[config.mk]
export PLATFORM = sky130hd
export DESIGN_NAME = rom_stream_reader
export DESIGN_NICKNAME = d
export VERILOG_FILES = /design/src/rtl/rom_reader_pkg.sv /design/src/rtl/sync_fifo.sv /design/src/rtl/rom_stream_reader.sv
export SDC_FILE = /design/constraint.sdc
export NUM_CORES = 1
export LEC_CHECK = 0
export CAP_MARGIN = 20
export CORE_MARGIN = 2
export CORE_UTILIZATION = 45
export CTS_CLUSTER_DIAMETER = 100
export DETAILED_ROUTE_END_ITERATION = 7
export HOLD_SLACK_MARGIN = 0.1
export PLACE_DENSITY = 0.72
export SLEW_MARGIN = 10
export SYNTH_ARGS = -nofsm -noshare
export SYNTH_HDL_FRONTEND = slang
export SYNTH_SLANG_ARGS = --single-unit
[constraint.sdc]
create_clock -name clk -period 3.75 [get_ports clk]
set_input_delay 0.5625 -clock clk [delete_from_list [all_inputs] [get_ports clk]]
set_output_delay 0.5625 -clock clk [all_outputs]
set_load 0.005 [all_outputs]
[src/rtl/rom_reader_pkg.sv]
// Shared state encoding and default geometry for the ROM stream reader.
package rom_reader_pkg;

    localparam int AW_DEF    = 6;
    localparam int DW_DEF    = 4;
    localparam int DEPTH_DEF = 2;

    typedef enum logic [1:0] {
        ST_IDLE  = 2'd0,
        ST_RUN   = 2'd1,
        ST_DRAIN = 2'd2
    } state_t;

endpackage

[src/rtl/sync_fifo.sv]
// Small synchronous FIFO with occupancy count; DEPTH must be a power of two.
module sync_fifo #(
    parameter int W     = 5,
    parameter int DEPTH = 2
) (
    input  logic                         clk,
    input  logic                         rst_n,
    input  logic                         push,
    input  logic                         pop,
    input  logic [W-1:0]                 din,
    output logic [W-1:0]                 dout,
    output logic [$clog2(DEPTH+1)-1:0]   count,
    output logic                         empty,
    output logic                         full
);

    localparam int PW = $clog2(DEPTH);
    localparam int CW = $clog2(DEPTH+1);

    logic [W-1:0]  mem [DEPTH];
    logic [PW-1:0] wr_ptr;
    logic [PW-1:0] rd_ptr;
    logic          do_push;
    logic          do_pop;

    assign do_push = push && !full;
    assign do_pop  = pop && !empty;

    always_ff @(posedge clk or negedge rst_n) begin
        if (!rst_n) begin
            // NOTE: the storage is only a couple of entries, so it is reset to give m_data a defined 0 out of reset.
            for (int i = 0; i < DEPTH; i++) mem[i] <= '0;
            wr_ptr <= '0;
            rd_ptr <= '0;
            count  <= '0;
        end else begin
            if (do_push) begin
                mem[wr_ptr] <= din;
                wr_ptr      <= wr_ptr + PW'(1);
            end
            if (do_pop) rd_ptr <= rd_ptr + PW'(1);
            case ({do_push, do_pop})
                2'b10:   count <= count + CW'(1);
                2'b01:   count <= count - CW'(1);
                default: count <= count;
            endcase
        end
    end

    assign dout  = mem[rd_ptr];
    assign empty = (count == '0);
    assign full  = (count == CW'(DEPTH));

endmodule

[src/rtl/rom_stream_reader.sv]
// Reads a block of words from a 1-cycle synchronous ROM and streams them out.
// Define ROM_READER_ADDR_ECHO_EN to add m_addr, the ROM address of each streamed word.
module rom_stream_reader
    import rom_reader_pkg::*;
#(
    parameter int AW    = AW_DEF,
    parameter int DW    = DW_DEF,
    parameter int DEPTH = DEPTH_DEF
) (
    input  logic          clk,
    input  logic          rst_n,
    input  logic          start,
    input  logic [AW-1:0] start_addr,
    input  logic [AW:0]   length,
    output logic          busy,
    output logic          done,
    output logic [AW-1:0] rom_addr,
    input  logic [DW-1:0] rom_data,
    output logic [DW-1:0] m_data,
    output logic          m_valid,
    input  logic          m_ready,
`ifdef ROM_READER_ADDR_ECHO_EN
    output logic [AW-1:0] m_addr,
`endif
    output logic          m_last
);

    localparam int CW = $clog2(DEPTH+1);
`ifdef ROM_READER_ADDR_ECHO_EN
    localparam int FW = 1 + AW + DW;
`else
    localparam int FW = 1 + DW;
`endif

    state_t        state;
    state_t        state_nxt;
    logic [AW:0]   remaining;
    logic          inflight;
    logic          inflight_last;
    logic          issue;
    logic          pop;
    logic          drain_finish;
    logic          done_nxt;
    logic          cmd_accept;
    logic [CW:0]   credits_used;
    logic [FW-1:0] fifo_din;
    logic [FW-1:0] fifo_dout;
    logic [CW-1:0] fifo_count;
    logic          fifo_empty;
    logic          fifo_full;
`ifdef ROM_READER_ADDR_ECHO_EN
    logic [AW-1:0] inflight_addr;
`endif

    // A word popped this cycle frees its slot in time for a word issued now,
    // which is what lets a DEPTH=2 FIFO sustain one beat per cycle.
    assign credits_used = {1'b0, fifo_count} + {{CW{1'b0}}, inflight} - {{CW{1'b0}}, pop};
    assign issue        = (state == ST_RUN) && (credits_used < (CW+1)'(DEPTH));
    assign cmd_accept   = (state == ST_IDLE) && start && (length != '0);
    assign drain_finish = (state == ST_DRAIN) && !inflight &&
                          (fifo_empty || (fifo_count == CW'(1) && pop));

    // NOTE: every comb output gets a default before the case so no path can infer a latch.
    always_comb begin
        state_nxt = state;
        done_nxt  = 1'b0;
        case (state)
            ST_IDLE: begin
                if (start) begin
                    if (length != '0) state_nxt = ST_RUN;
                    else              done_nxt  = 1'b1;
                end
            end
            ST_RUN: begin
                if (issue && remaining == (AW+1)'(1)) state_nxt = ST_DRAIN;
            end
            ST_DRAIN: begin
                if (drain_finish) begin
                    state_nxt = ST_IDLE;
                    done_nxt  = 1'b1;
                end
            end
            default: state_nxt = ST_IDLE;
        endcase
    end

    // NOTE: registers use non-blocking assignments so every flop samples pre-edge values.
    always_ff @(posedge clk or negedge rst_n) begin
        if (!rst_n) state <= ST_IDLE;
        else        state <= state_nxt;
    end

    always_ff @(posedge clk or negedge rst_n) begin
        if (!rst_n) begin
            rom_addr      <= '0;
            remaining     <= '0;
            inflight      <= 1'b0;
            inflight_last <= 1'b0;
            done          <= 1'b0;
`ifdef ROM_READER_ADDR_ECHO_EN
            inflight_addr <= '0;
`endif
        end else begin
            done     <= done_nxt;
            inflight <= issue;
            if (cmd_accept) begin
                rom_addr  <= start_addr;
                remaining <= length;
            end else if (issue) begin
                remaining     <= remaining - (AW+1)'(1);
                inflight_last <= (remaining == (AW+1)'(1));
`ifdef ROM_READER_ADDR_ECHO_EN
                inflight_addr <= rom_addr;
`endif
                // The final address stays on the port once the block is fully issued.
                if (remaining != (AW+1)'(1)) rom_addr <= rom_addr + AW'(1);
            end
        end
    end

`ifdef ROM_READER_ADDR_ECHO_EN
    assign fifo_din = {inflight_last, inflight_addr, rom_data};
    assign m_addr   = fifo_dout[AW+DW-1:DW];
`else
    assign fifo_din = {inflight_last, rom_data};
`endif

    sync_fifo #(
        .W     (FW),
        .DEPTH (DEPTH)
    ) u_fifo (
        .clk   (clk),
        .rst_n (rst_n),
        .push  (inflight),
        .pop   (pop),
        .din   (fifo_din),
        .dout  (fifo_dout),
        .count (fifo_count),
        .empty (fifo_empty),
        .full  (fifo_full)
    );

    assign m_valid = !fifo_empty;
    assign pop     = m_valid && m_ready;
    assign m_data  = fifo_dout[DW-1:0];
    assign m_last  = fifo_dout[FW-1];
    assign busy    = (state != ST_IDLE);

    // A returning word must always find room; the credit check guarantees it.
    a_no_overflow: assert property (@(posedge clk) disable iff (!rst_n)
        !(inflight && fifo_full && !pop));

endmodule

# == Yosys cells after proc, flatten, opt, wreduce, memory -nomap -nowiden ==
# Cells that the tools add are included.
# W data, S select, Z words.
# word_totals
inputBits,21
output_inout_bits,14
regBits,32
# classes
bitwise_logic,3
n_reduce_logical,25
magnitude_cmp,4
n_mux,21
n_addsub,8
n_eq_ne,12
# op_table
cell,count
$mux W5,4
$mux W6,3
$mux W7,2
$logic_and A1 B1 Y1,11
$bwmux W10,1
$mux W2,4
$reduce_bool A2 Y1,4
$eq A7 B1 Y1 const B,1
$ne A7 B1 Y1 const B,1
$reduce_bool A7 Y1,1
$sub A7 B1 Y7 const B,1
$add A6 B1 Y6 const B,1
$eq A2 B1 Y1 const B,3
$eq A2 B2 Y1 const B,3
$pmux W2 S3,1
$demux W5 S1,1
$ge A2 B2 Y1 const B,2
$logic_not A2 Y1,2
$ne A2 B1 Y1 const B,2
$ne A2 B2 Y1 const B,2
$not A1 Y2,2
$pmux W2 S2,1
$reduce_and A2 Y1,2
$reduce_and A4 Y1,1
12 further kinds,17

# == Depth between registers and ports, before layout ==
# Gate-level depths: netlist of run 1.
# logic_depth
word_depth,9
depth_mapped,12
depth_no_buf,12

# == Cells and area by module ==
# From an unflattened synthesis of run 1, not the netlist that was laid out.
# hier_totals
hier_cells,162
hier_area_um2,1727.9
# modules_own_cells
mod,area_each_um2,cells_per_inst,seq_area_each_um2,instances
rom_stream_reader,1082.3,117,450.4,1
sync_fifo,645.6,45,350.3,1

# == Worst setup path after synthesis of run 1 ==
# No wires, ideal clock.
# synth_timing
path_type,reg-to-reg
start,register u_fifo.count[1]
end,register rom_addr[2]
setup_time_ns,0.126
required_ns,3.624
setup_slack_ns,1.011
n_path_buf,0
arrival_time_ns,2.613
synth_period_minus_slack_ns,2.739
stages_incl_launch_ff,12
cell_sequence,dfrtp_1 > inv_1 > ha_1 > nor2b_1 > ha_1 > nand2b_1 > fa_1 > xnor2_1 > nand3_4 > o21ai_4 > o21ai_1 > a221o_1
# synth_between
elab_chain_len,8
# synth_rtl
item,line,source
start: declaration,sync_fifo.sv:12,"output logic [$clog2(DEPTH+1)-1:0] count,"
start signal: assignment,sync_fifo.sv:43,2'b10: count <= count + CW'(1);
start signal: assignment,sync_fifo.sv:44,2'b01: count <= count - CW'(1);
start signal: assignment,sync_fifo.sv:45,default: count <= count;
"parallel branches: the longest is 3 deep, another holds $add A2 B1 Y3",n/a,
$sub A3 B1 Y3 *,rom_stream_reader.sv:57,"assign credits_used = {1'b0, fifo_count} + {{CW{1'b0}}, inflight} - {{CW{1'b0}}, pop};"
$lt A3 B2 Y1 *,rom_stream_reader.sv:58,assign issue = (state == ST_RUN) && (credits_used < (CW+1)'(DEPTH));
$logic_and A1 B1 Y1 *,rom_stream_reader.sv:58,
$reduce_bool A2 Y1 (no source line) *,n/a,
$reduce_and A2 Y1 (no source line) *,n/a,
end signal: assignment,rom_stream_reader.sv:107,rom_addr <= start_addr;
end signal: assignment,rom_stream_reader.sv:116,if (remaining != (AW+1)'(1)) rom_addr <= rom_addr + AW'(1);
end: declaration,rom_stream_reader.sv:17,"output logic [AW-1:0] rom_addr,"
# Every way passes the cells marked *.
# A chain may end at the register's enable or synchronous reset.

# == Final worst setup path of run 1 ==
# Same ends and word-level chain as after synthesis.

==> summary.txt, run 1 <==
Synth
  • Ys async rst share: 100%
  • Synth Cell Area: 1760 µm²
  • Cells after Synth: 150
  • Simple-gate portion of the synthesized area: about 18%
  • Avg Inst Size Synth: 11.7 µm²
  • Yosys cell types: between 40 and 50
  • Ys Warns: 0
  • Compound-Gate Fraction of Synth Area: 12.3%
  • Synth area leader: dfrtp_1
  • Post-synthesis mux area share: 10.2%
  • Adder-Cell Fraction of Synth Area: 6.82%
  • Synth top area cells: dfrtp_1, mux2_2, ha_1
  • Number of flops mapped to enable cells by yosys: 0
  • Yosys top cell area share: 45.5%
  • Largest family of logic cells by synthesized area: simple AND/OR/NAND/NOR gates
  • Post-synthesis xor/xnor area fraction: 4.47%
  • Register area share after synthesis: 45.5%
  • Yosys reg bits: 32
  • Most frequently used flop master after synthesis: dfrtp_1
  • Syn_nets: 180

Clock network
  • CTS clk-pin slew, worst paths: 0.07 ns
  • H-tree Lvls: 2
  • Post-CTS resize count: 0
  • CTS root buffer: clkbuf_8
  • CTS Sinks: 32
  • Post-CTS Hold Buffers: 0
  • CTS tree: done
  • Max Buffers Root-to-Sink: 2
  • CTS Buf Count: 5
  • # Post-CTS Setup Buffers: 0
  • Clock Latency Late Sink: 0.29 ns

Setup path
  • Critical Path End: rom_addr[2]
  • R2R Path Start: u_fifo.count[1]
  • CP startpoint: u_fifo.count[1]
  • Crit path launch type: flip-flop
  • Critical Path AT: roughly 3.3 ns
  • FF-to-FF setup slack: 0.63 ns
  • Worst-path fanout max: 16
  • CP dominant cell by count: ha_1
  • Crit path kind: flip-flop to flip-flop
  • Crit path cell chain: inv_1 > ha_1 > nor2b_1 > ha_1 > nand2b_1 > fa_1 > xnor2_1 > nand3_4 > o21ai_4 > o21ai_1 > a221o_1
  • Required time of the critical path: 3.92 ns
  • Largest stage delay on the critical path: approximately 0.46 ns
  • Worst setup EP type: flip-flop
  • R2R cell count: 11
  • CP max-delay cell: dfrtp_1
  • RR Endpoint: rom_addr[2]

Floorplanning
  • Die Width: between 60 and 70 µm
  • Die Area: 4430 µm²
  • Die Y: 66.6 µm
  • Rows: 22
  • Starting Density: a little under half
  • Core ar.: 3720 µm²
  • I/O pin total: 35

Hold path
  • Hold WC Path Type: flip-flop to flip-flop
  • HP Start: u_fifo.wr_ptr

Detailed routing
  • Post-detailed-routing wire length: 3.46 mm
  • Post-route ant nets: 0
  • Vias per Instance: 5.37
  • Via count: 1279
  • DRT Pass-1 Iters: 4
  • Post-route DRC: 0
  • Post-DR wirelength/cell: between 10 and 15 µm
  • DRT iter0 DRCs: 30

Global routing
  • Number of global-route vias before repair: 1281
  • Largest net degree at the start of global routing: 33
  • GRT Util Overall: 17.6%
  • Initial antenna violation count: 0
  • Total gr overflow: 0
  • First-pass GRT wire length: 5.73 mm

Timing
  • Actual slew at the worst max-slew pin: about 0.7 ns
  • Clock Skews: 0.00754 ns
  • Slew HR: 51.9%
  • Unrepaired setup endpoints after global routing: false
  • Period utilisation layout: 83.2%
  • F_max: 0.320 GHz
  • Hold Vio Cnt, Final: 0
  • Fin. max-slew vios: 0
  • Setup TNS: 0 ns
  • Final setup viols: 0
  • Fin crit period: roughly 3.1 ns

Status
  • Status: completed

Finish
  • Layout filler cell count: 319
  • Final Net Count: 219
  • Fin util: just over 60%
  • Area Overhead vs Synth: 28.2%
  • # diodes: 0
  • Ratio of cells with drive above 1 in the final layout: between 20% and 30%

Power and ir drop
  • Power density over the cells: 875 nW/µm²
  • VDD IR max: approximately 0.00043 V
  • P_leak: just over 0.9 nW

Placed design
  • Final RePlAce weighted congestion: 0.796
  • HPWL after DPL: 2.65 mm
  • Port Buffers: 34

Job
  • Max-Cap Viols: 0
-- power by group --
group | internal, mW | switching (mW)
logic | 0.532 | 0.460
registers | 0.506 | 0.149
clock network | 0.196 | 0.132
-- Yosys cell counts (2+ instances only) --
cell,instances
a21oi_1,2
a221o_1,6
dfrtp_1,32
ha_1,8
inv_1,7
mux2_2,15
nand2_1,10
nand2b_1,3
nand3_1,3
nor2_1,3
nor3_1,7
nor3b_1,2
nor4_4,2
o21ai_0,4
o21ai_1,8
xnor2_1,8
-- state kept, by name (all words and copies together) (netlist names) --
signal / flops
u_fifo.mem: 10
remaining: 7
rom_addr: 6
state: 2
u_fifo.count: 2
done: 1
inflight: 1
inflight_last: 1
u_fifo.rd_ptr: 1
u_fifo.wr_ptr: 1
-- area by class of cell --
cell class                 count  area (µm²)  area share, %
clock buffer                   5        68.8           3.05
clock inverter                 3        42.5           1.88
inverter                       8        31.3           1.39
multi-input combinational    107         907           40.2
sequential                    32         801           35.5
tap                           48        60.1           2.66
timing repair buffer          35         348           15.4
-- cell usage in the layout (no fill, tap or decap), types with 2 or more instances in the layout --
cell type	count
clkdlybuf4s50_1	34
o21ai_0	4
dfrtp_1	32
a21oi_1	2
nand3_1	3
o21ai_1	8
nand2_1	10
inv_1	7
clkinv_2	2
clkbuf_8	5
nand2b_1	3
nor2_1	3
nor4_4	2
nor3_1	7
nor3b_1	2
ha_1	8
a221o_1	6
xnor2_1	8
mux2_2	15
-- logic make-up (layout without fill, tap and decap cells) --
kind of cell,after synthesis,in the layout
AO/OA/AOI/OAI,28,28
flip-flops,32,32
buffers and inverters,11,51
AND/OR/NAND/NOR,45,45
adder cells (fa/ha/maj),9,9
XOR/XNOR,9,9
multiplexers,16,16
-- layer usage --
layer	share of wire [%]	routed length (µm)	GRT usage (%)
met2	52	1790	31.4
met4	1.5	51	6.12
met5	0	0	0
met1	42	1450	19.6
met3	4.9	171	5.57
-- critical path, delay by kind of cell, from the launching register on --
kind                       cells  cell delay, ns
AOI/OAI and AO/OA              3            0.61
xor gates and xnor gates       1            0.30
adders and majority gates      3            0.88
buffers and inverters          1            0.10
DFF                            1            0.46
and+or+nand+nor                3            0.66
-- worst min-delay path by stage --
stage                    endpoint  cells past startpoint
floorplan                    done                      0
global placement    u_fifo.mem[0]                      1
detailed placement  u_fifo.wr_ptr                      1
CTS                 u_fifo.wr_ptr                      1
global route        u_fifo.mem[8]                      1
finish              u_fifo.wr_ptr                      1
-- stage by stage --
| stage | power [mW] | setup WS, ns | hold slack [ns] | instance area [µm²] | instances |
|---|---|---|---|---|---|
| final | 1.98 | 0.630 | 0.499 | 2260 | 238 |
| after global routing | 2.13 | 0.413 | 0.525 | 2260 | 238 |
| after CTS | 2.00 | 0.615 | 0.508 | 2260 | 238 |
| after detailed placement | 1.66 | 0.361 | 0.494 | 2150 | 230 |
| after global placement | 1.61 | 0.480 | 0.481 | 2150 | 230 |
| after floorplan | 1.36 | 1.01 | 0.267 | 1760 | 150 |
(Power assumes the default switching activity.)
==> inputs of run 2 (changes only) <==
Clock period 3.75 ns to 2.95 ns, I/O delays scaled along.
==> summary.txt, run 2 (synthesized netlist as in run 1, its figures left out) <==
Hold path
  • Hold Path End: inflight_last
  • Hold WC Path Type: flip-flop to flip-flop
  • WHS Path Cells: 2 (+1)
  • HP Start: inflight_last

Power and ir drop
  • Clock share of power: 14.9% (-1.7 points)
  • P_leak: 0.999 nW (+7.9%)
  • Switch Pwr: 1.05 mW (+41%)
  • Power density over the cells: 1190 nW/µm² (+36%)
  • VDD IR max: 0.000630 V (+48%)
  • Net Sw Frac: 37.1% (-0.42 points)
  • Gate power share: 55.7% (+5.5 points)
  • Pint: 1.77 mW (+44%)
  • Seq pwr share: 29.4% (-3.7 points)

Floorplanning
  • Core ar.: 3720 µm² (unchanged)
  • Starting Density: 47.4% (unchanged)
  • Rows: 22 (unchanged)
  • Die Area: 4430 µm² (unchanged)
  • Die Width: 66.6 µm (unchanged)
  • I/O pin total: 35 (unchanged)
  • Die Y: 66.6 µm (unchanged)

Timing
  • Fin. max-slew vios: 0 (unchanged)
  • Unrepaired setup endpoints after global routing: false
  • Period utilisation layout: 94.3% (+11 points)
  • F_max: 0.359 GHz (+12%)
  • Final setup viols: 0 (unchanged)
  • Actual slew at the worst max-slew pin: 0.557 ns (-0.160 ns)
  • Clock Skews: 0.00955 ns (+0.00201 ns)
  • Slew HR: 62.6% (+11 points)
  • Hold Vio Cnt, Final: 0 (unchanged)
  • Fin crit period: 2.78 ns (-0.338 ns)

Global routing
  • First-pass GRT wire length: 6.21 mm (+8.4%)
  • Met2 usage: 34.1% (+2.8 points)
  • Largest net degree at the start of global routing: 33 (unchanged)
  • Initial antenna violation count: 0 (unchanged)
  • Met1 Usage GRT: 21.6% (+2.0 points)
  • GRT Util Overall: 19.1% (+1.5 points)
  • Global route hottest layer: met2
  • Total gr overflow: 0 (unchanged)
  • Met3 Track Usage GR: 6.08% (+0.51 points)
  • Number of global-route vias before repair: 1389 (+8.4%)

Clock network
  • CTS root buffer: clkbuf_8
  • CTS clk-pin slew, worst paths: 0.07 ns (about the same)
  • CTS Sinks: 32 (unchanged)
  • Post-CTS Hold Buffers: 0 (unchanged)
  • Clock Latency Late Sink: 0.29 ns (about the same)
  • H-tree Lvls: 2 (unchanged)
  • CTS tree: done
  • CTS Buf Count: 5 (unchanged)
  • Max Buffers Root-to-Sink: 2 (unchanged)

Setup path
  • RR Endpoint: remaining[5]
  • CP startpoint: u_fifo.count[0]
  • Critical Path AT: 2.94 ns (-0.36 ns)
  • FF-to-FF setup slack: 0.17 ns (-0.46 ns)
  • R2R cell count: 12 (+1)
  • Largest stage delay on the critical path: 0.41 ns (-0.05 ns)
  • Worst setup EP type: flip-flop
  • Worst-path fanout max: 4 (-12)
  • CP dominant cell by count: ha_1
  • Crit path cell chain: inv_1 > ha_1 > nor2b_2 > ha_1 > nand2b_1 > fa_1 > xnor2_2 > buf_4 > nand3_2 > nor4_2 > xnor2_1 > o21ai_2
  • CP max-delay cell: fa_1
  • Crit path kind: flip-flop to flip-flop
  • R2R Path Start: u_fifo.count[0]
  • Crit path launch type: flip-flop
  • Required time of the critical path: 3.11 ns (-0.81 ns)

Finish
  • Final Net Count: 233 (+6.4%)
  • Commonest non-fill, non-tap cell in the layout: clkdlybuf4s50_1
  • Regs by FF count: u_fifo.mem x10, remaining x7, rom_addr x6
  • Area Overhead vs Synth: 34.9%
  • Fin util: 63.9% (+3.2 points)
  • Commonest cells after routing, fill and taps aside: clkdlybuf4s50_1, dfrtp_1, mux2_2
  • Largest register FFs: 10 (unchanged)
  • Ratio of cells with drive above 1 in the final layout: 27.9% (+6.4 points)
  • Most flops, register: u_fifo.mem
  • # diodes: 0 (unchanged)
  • Layout filler cell count: 312 (-2.2%)
  • Finished Cell Area: 2380 µm² (+5.2%)

Detailed routing
  • Post-route DRC: 0 (unchanged)
  • Vias per Instance: 5.37 (about the same)
  • Post-detailed-routing wire length: 3.78 mm (+9.3%)
  • DRT iter0 DRCs: 36 (+20%)
  • DRT Pass-1 Iters: 4 (unchanged)
  • Via count: 1354 (+5.9%)
  • Post-DR wirelength/cell: 15.0 µm (+3.2%)
  • Post-route ant nets: 0 (unchanged)

Placed design
  • HPWL after DPL: 2.77 mm (+4.6%)
  • Port Buffers: 34 (unchanged)
  • Final RePlAce weighted congestion: 0.810 (+1.7%)
  • Dpl cell area: 2210 µm² (+2.8%)

Job
  • Max-Cap Viols: 0 (unchanged)

Status
  • Status: completed
run 2: power by group through the flow:
| stage | combinational (mW) | sequential, mW | clock [mW] |
|---|---|---|---|
| 2_1_floorplan | 0.939 | 0.788 | 0 |
| 3_3_place_gp | 1.36 | 0.820 | 0 |
| 3_5_place_dp | 1.43 | 0.834 | 0 |
| 4_1_cts | 1.44 | 0.828 | 0.431 |
| 5_1_grt | 1.74 | 0.855 | 0.453 |
| 6_report | 1.57 | 0.829 | 0.420 |
run 2: timing repair:
| action | 4_1_cts | 5_1_grt |
|---|---|---|
| resized for setup | 0 | 2 |
| endpoints found under the setup margin | 0 | 13 |
| buffers inserted | 0 | 5 |
run 2: through the flow:
| step | hold slack [ns] | setup TNS [ns] | total power [mW] | setup slack (ns) | instances |
|---|---|---|---|---|---|
| after detailed placement | 0.489 | -0.999 | 2.26 | -0.175 | 238 |
| after CTS | 0.506 | 0 | 2.70 | 0.0259 | 246 |
| after floorplan | 0.147 | 0 | 1.73 | 0.211 | 150 |
| after global routing | 0.524 | 0 | 3.05 | 0.0123 | 252 |
| after global placement | 0.477 | -0.183 | 2.18 | -0.0633 | 238 |
| final | 0.502 | 0 | 2.82 | 0.168 | 252 |
run 2: critical path, delay by kind of cell (launching register included):
family	cells	cell delay (ns)
adder cells (fa/ha/maj)	3	0.89
AND/OR/NAND/NOR	4	0.67
buffers and inverters	2	0.25
XOR/XNOR	2	0.40
flip-flops	1	0.37
AO/OA/AOI/OAI	1	0.07
run 2: how the worst max path moves through the flow:
stage | endpoint | cells after the start | slack (ns)
after floorplan | rom_addr[2] | 11 | 0.21
after global placement | rom_addr[2] | 10 | -0.06
after detailed placement | rom_addr[3] | 10 | -0.17
after CTS | rom_addr[3] | 11 | 0.03
after global routing | remaining[5] | 12 | 0.01
final | remaining[5] | 12 | 0.17
run 2: metal layers:
layer | vias up | routed length [µm]
li1 | 651 | -
met1 | 664 | 1600
met2 | 36 | 1930
met3 | 3 | 210
met4 | 0 | 40
met5 | - | 0
run 2: final cells by class:
type	count	area, µm²	share of cell area (%)
Clock buffer	5	68.8	2.90
Clock inverter	3	42.5	1.79
Inverter	8	31.3	1.32
Multi-Input combinational cell	108	927	39.0
Sequential cell	32	801	33.7
Tap cell	48	60.1	2.53
Timing Repair Buffer	48	445	18.7
==> inputs of run 3 (changes only) <==
Settings changed: CORE_MARGIN 2 to 5.
==> summary.txt, run 3 (synthesized netlist as in run 1, its figures left out) <==
Status
  • Status: completed

Finish
  • Finished Cell Area: 2330 µm² (-2.0%)
  • Regs by FF count: u_fifo.mem x10, remaining x7, rom_addr x6
  • # diodes: 0 (unchanged)
  • Ratio of cells with drive above 1 in the final layout: 25.3% (-2.7 points)
  • Layout filler cell count: 296 (-5.1%)
  • Commonest non-fill, non-tap cell in the layout: clkdlybuf4s50_1
  • Area Overhead vs Synth: 32.2%
  • Most flops, register: u_fifo.mem
  • Largest register FFs: 10 (unchanged)
  • Final Net Count: 227 (-2.6%)
  • Commonest cells after routing, fill and taps aside: clkdlybuf4s50_1, dfrtp_1, mux2_2

Power and ir drop
  • Net Sw Frac: 37.9% (+0.80 points)
  • Clock share of power: 15.3% (+0.4 points)
  • Power density over the cells: 1180 nW/µm² (-0.59%)
  • Gate power share: 54.7% (-1.0 points)
  • Switch Pwr: 1.04 mW (-0.46%)
  • Total power: 2.75 mW (-2.6%)
  • P_leak: 0.970 nW (-2.8%)
  • Pint: 1.71 mW (-3.8%)
  • VDD IR max: 0.000733 V (+16%)
  • Seq pwr share: 30.1% (+0.7 points)

Setup path
  • CP startpoint: u_fifo.count[0]
  • Worst setup EP type: flip-flop
  • Crit path cell chain: inv_1 > ha_1 > nor2b_2 > ha_1 > nand2b_1 > fa_1 > xnor2_2 > nand3_4 > o21ai_4 > o21ai_1 > a221o_1
  • Required time of the critical path: 3.12 ns (about the same)
  • CP max-delay cell: fa_1
  • Largest stage delay on the critical path: 0.42 ns (about the same)
  • R2R Path Start: u_fifo.count[0]
  • Critical Path AT: 2.98 ns (+0.04 ns)
  • Crit path kind: flip-flop to flip-flop
  • CP dominant cell by count: ha_1
  • Worst-path fanout max: 5 (+1)
  • Crit path launch type: flip-flop

Clock network
  • Max Buffers Root-to-Sink: 2 (unchanged)
  • CTS root buffer: clkbuf_8
  • Post-CTS Hold Buffers: 0 (unchanged)
  • CTS Sinks: 32 (unchanged)
  • CTS clk-pin slew, worst paths: 0.07 ns (about the same)
  • Clock Latency Late Sink: 0.29 ns (about the same)
  • CTS tree: done
  • H-tree Lvls: 2 (unchanged)
  • CTS Buf Count: 5 (unchanged)

Global routing
  • Number of global-route vias before repair: 1410 (+1.5%)
  • Initial antenna violation count: 0 (unchanged)
  • First-pass GRT wire length: 6.36 mm (+2.4%)
  • GRT Util Overall: 15.6% (-3.4 points)
  • Largest net degree at the start of global routing: 33 (unchanged)
  • Total gr overflow: 0 (unchanged)

Detailed routing
  • Post-route ant nets: 0 (unchanged)
  • DRT Pass-1 Iters: 4 (unchanged)
  • Post-detailed-routing wire length: 3.91 mm (+3.4%)
  • Via count: 1350 (-0.30%)
  • DRT iter0 DRCs: 80 (+120%)
  • Vias per Instance: 5.49 (+2.1%)
  • Post-DR wirelength/cell: 15.9 µm (+5.9%)
  • Post-route DRC: 0 (unchanged)

Floorplanning
  • Starting Density: 47.4% (unchanged)
  • Die Area: 5270 µm² (+19%)
  • Core ar.: 3720 µm² (unchanged)
  • Die Y: 72.6 µm (+9.0%)
  • Rows: 22 (unchanged)
  • Die Width: 72.6 µm (+9.0%)
  • I/O pin total: 35 (unchanged)

Timing
  • Fin crit period: 2.81 ns (+0.0275 ns)
  • Final setup viols: 0 (unchanged)
  • Unrepaired setup endpoints after global routing: false
  • Slew HR: 49.6% (-13 points)
  • F_max: 0.356 GHz (-0.98%)
  • Hold Vio Cnt, Final: 0 (unchanged)
  • Actual slew at the worst max-slew pin: 0.751 ns (+0.194 ns)
  • Final setup margin: 0.140 ns (-0.0275 ns)
  • Period utilisation layout: 95.2% (+0.93 points)
  • Fin. max-slew vios: 0 (unchanged)
  • Clock Skews: 0.00533 ns (-0.00422 ns)

Placed design
  • Port Buffers: 34 (unchanged)
  • Placement Setup Slack: -0.157 ns (+0.0183 ns)
  • Final RePlAce weighted congestion: 0.829 (+2.3%)
  • HPWL after DPL: 2.84 mm (+2.5%)
  • Dpl cell area: 2180 µm² (-1.0%)

Job
  • Max-Cap Viols: 0 (unchanged)

Hold path
  • HP Start: u_fifo.wr_ptr
  • Hold WC Path Type: flip-flop to flip-flop
-- run 3: changes by cell type in the layout (fill, tap and decap cells not counted) --
cell	previous run	this run
inv_4	0	1
buf_4	14	8
clkbuf_1	0	1
clkinvlp_4	1	0
clkinv_2	2	1
-- run 3: path summary, 6_finish.rpt --
| check | cells after the start | slack, ns | endpoint |
|---|---|---|---|
| worst max-delay path | 11 | 0.14 | rom_addr[2] |
| worst min-delay path | 1 | 0.50 | u_fifo.wr_ptr |
| worst max register to register | 11 | 0.14 | rom_addr[2] |
| worst min register to register | 1 | 0.50 | u_fifo.wr_ptr |
| max in group asynchronous | 2 | 2.10 | u_fifo.mem[1] |
| min in group asynchronous | 2 | 0.55 | u_fifo.count[0] |
-- run 3: through the flow --
| step | hold WS [ns] | cells | util, % | TNS (ns) |
|---|---|---|---|---|
| 2_1_floorplan | 0.147 | 150 | - | 0 |
| 3_3_place_gp | 0.479 | 235 | 58.8 | -0.117 |
| 3_5_place_dp | 0.489 | 235 | 58.8 | -0.870 |
| 4_1_cts | 0.498 | 243 | 61.7 | 0 |
| 5_1_grt | 0.517 | 246 | 62.7 | 0 |
| 6_report | 0.497 | 246 | 62.7 | 0 |
-- run 3: power groups by stage --
stage | combinational, mW | sequential (mW) | clock, mW
after floorplan | 0.939 | 0.788 | 0
after global placement | 1.32 | 0.818 | 0
after detailed placement | 1.39 | 0.829 | 0
after CTS | 1.39 | 0.825 | 0.432
after global routing | 1.64 | 0.857 | 0.450
final | 1.50 | 0.826 | 0.419
-- run 3: cell type report --
cell class	count	area (µm²)	share of cell area (%)
clock buffers	6	72.6	3.12
clock inverters	2	35.0	1.50
inverters	8	32.5	1.40
multi-input cells	108	927	39.8
flip-flops and latches	32	801	34.4
well taps	48	60.1	2.58
repair buffers	42	400	17.2
-- run 3: per-layer routing --
layer | vias up | part of all wire, % | GRT usage (%)
met4 | 0 | 1.8 | 6.97
met5 | - | 0 | 0
met1 | 660 | 43 | 18.2
met3 | 7 | 5.6 | 5.51
li1 | 643 | - | -
met2 | 40 | 50 | 25.9
-- run 3: repair_timing --
action / CTS / global route
setup endpoints to repair: 0 / 8
setup buffers: 0 / 2
gates resized for setup: 0 / 3
endpoints found under the hold margin: 0 / 0
-- run 3: worst max-delay path: cells and delay by family, from the launching register on --
kind	cells	cell delay, ns
buffers and inverters	1	0.10
XOR/XNOR	1	0.23
AO/OA/AOI/OAI	3	0.61
adder cells (fa/ha/maj)	3	0.90
AND/OR/NAND/NOR	3	0.47
flip-flops	1	0.39
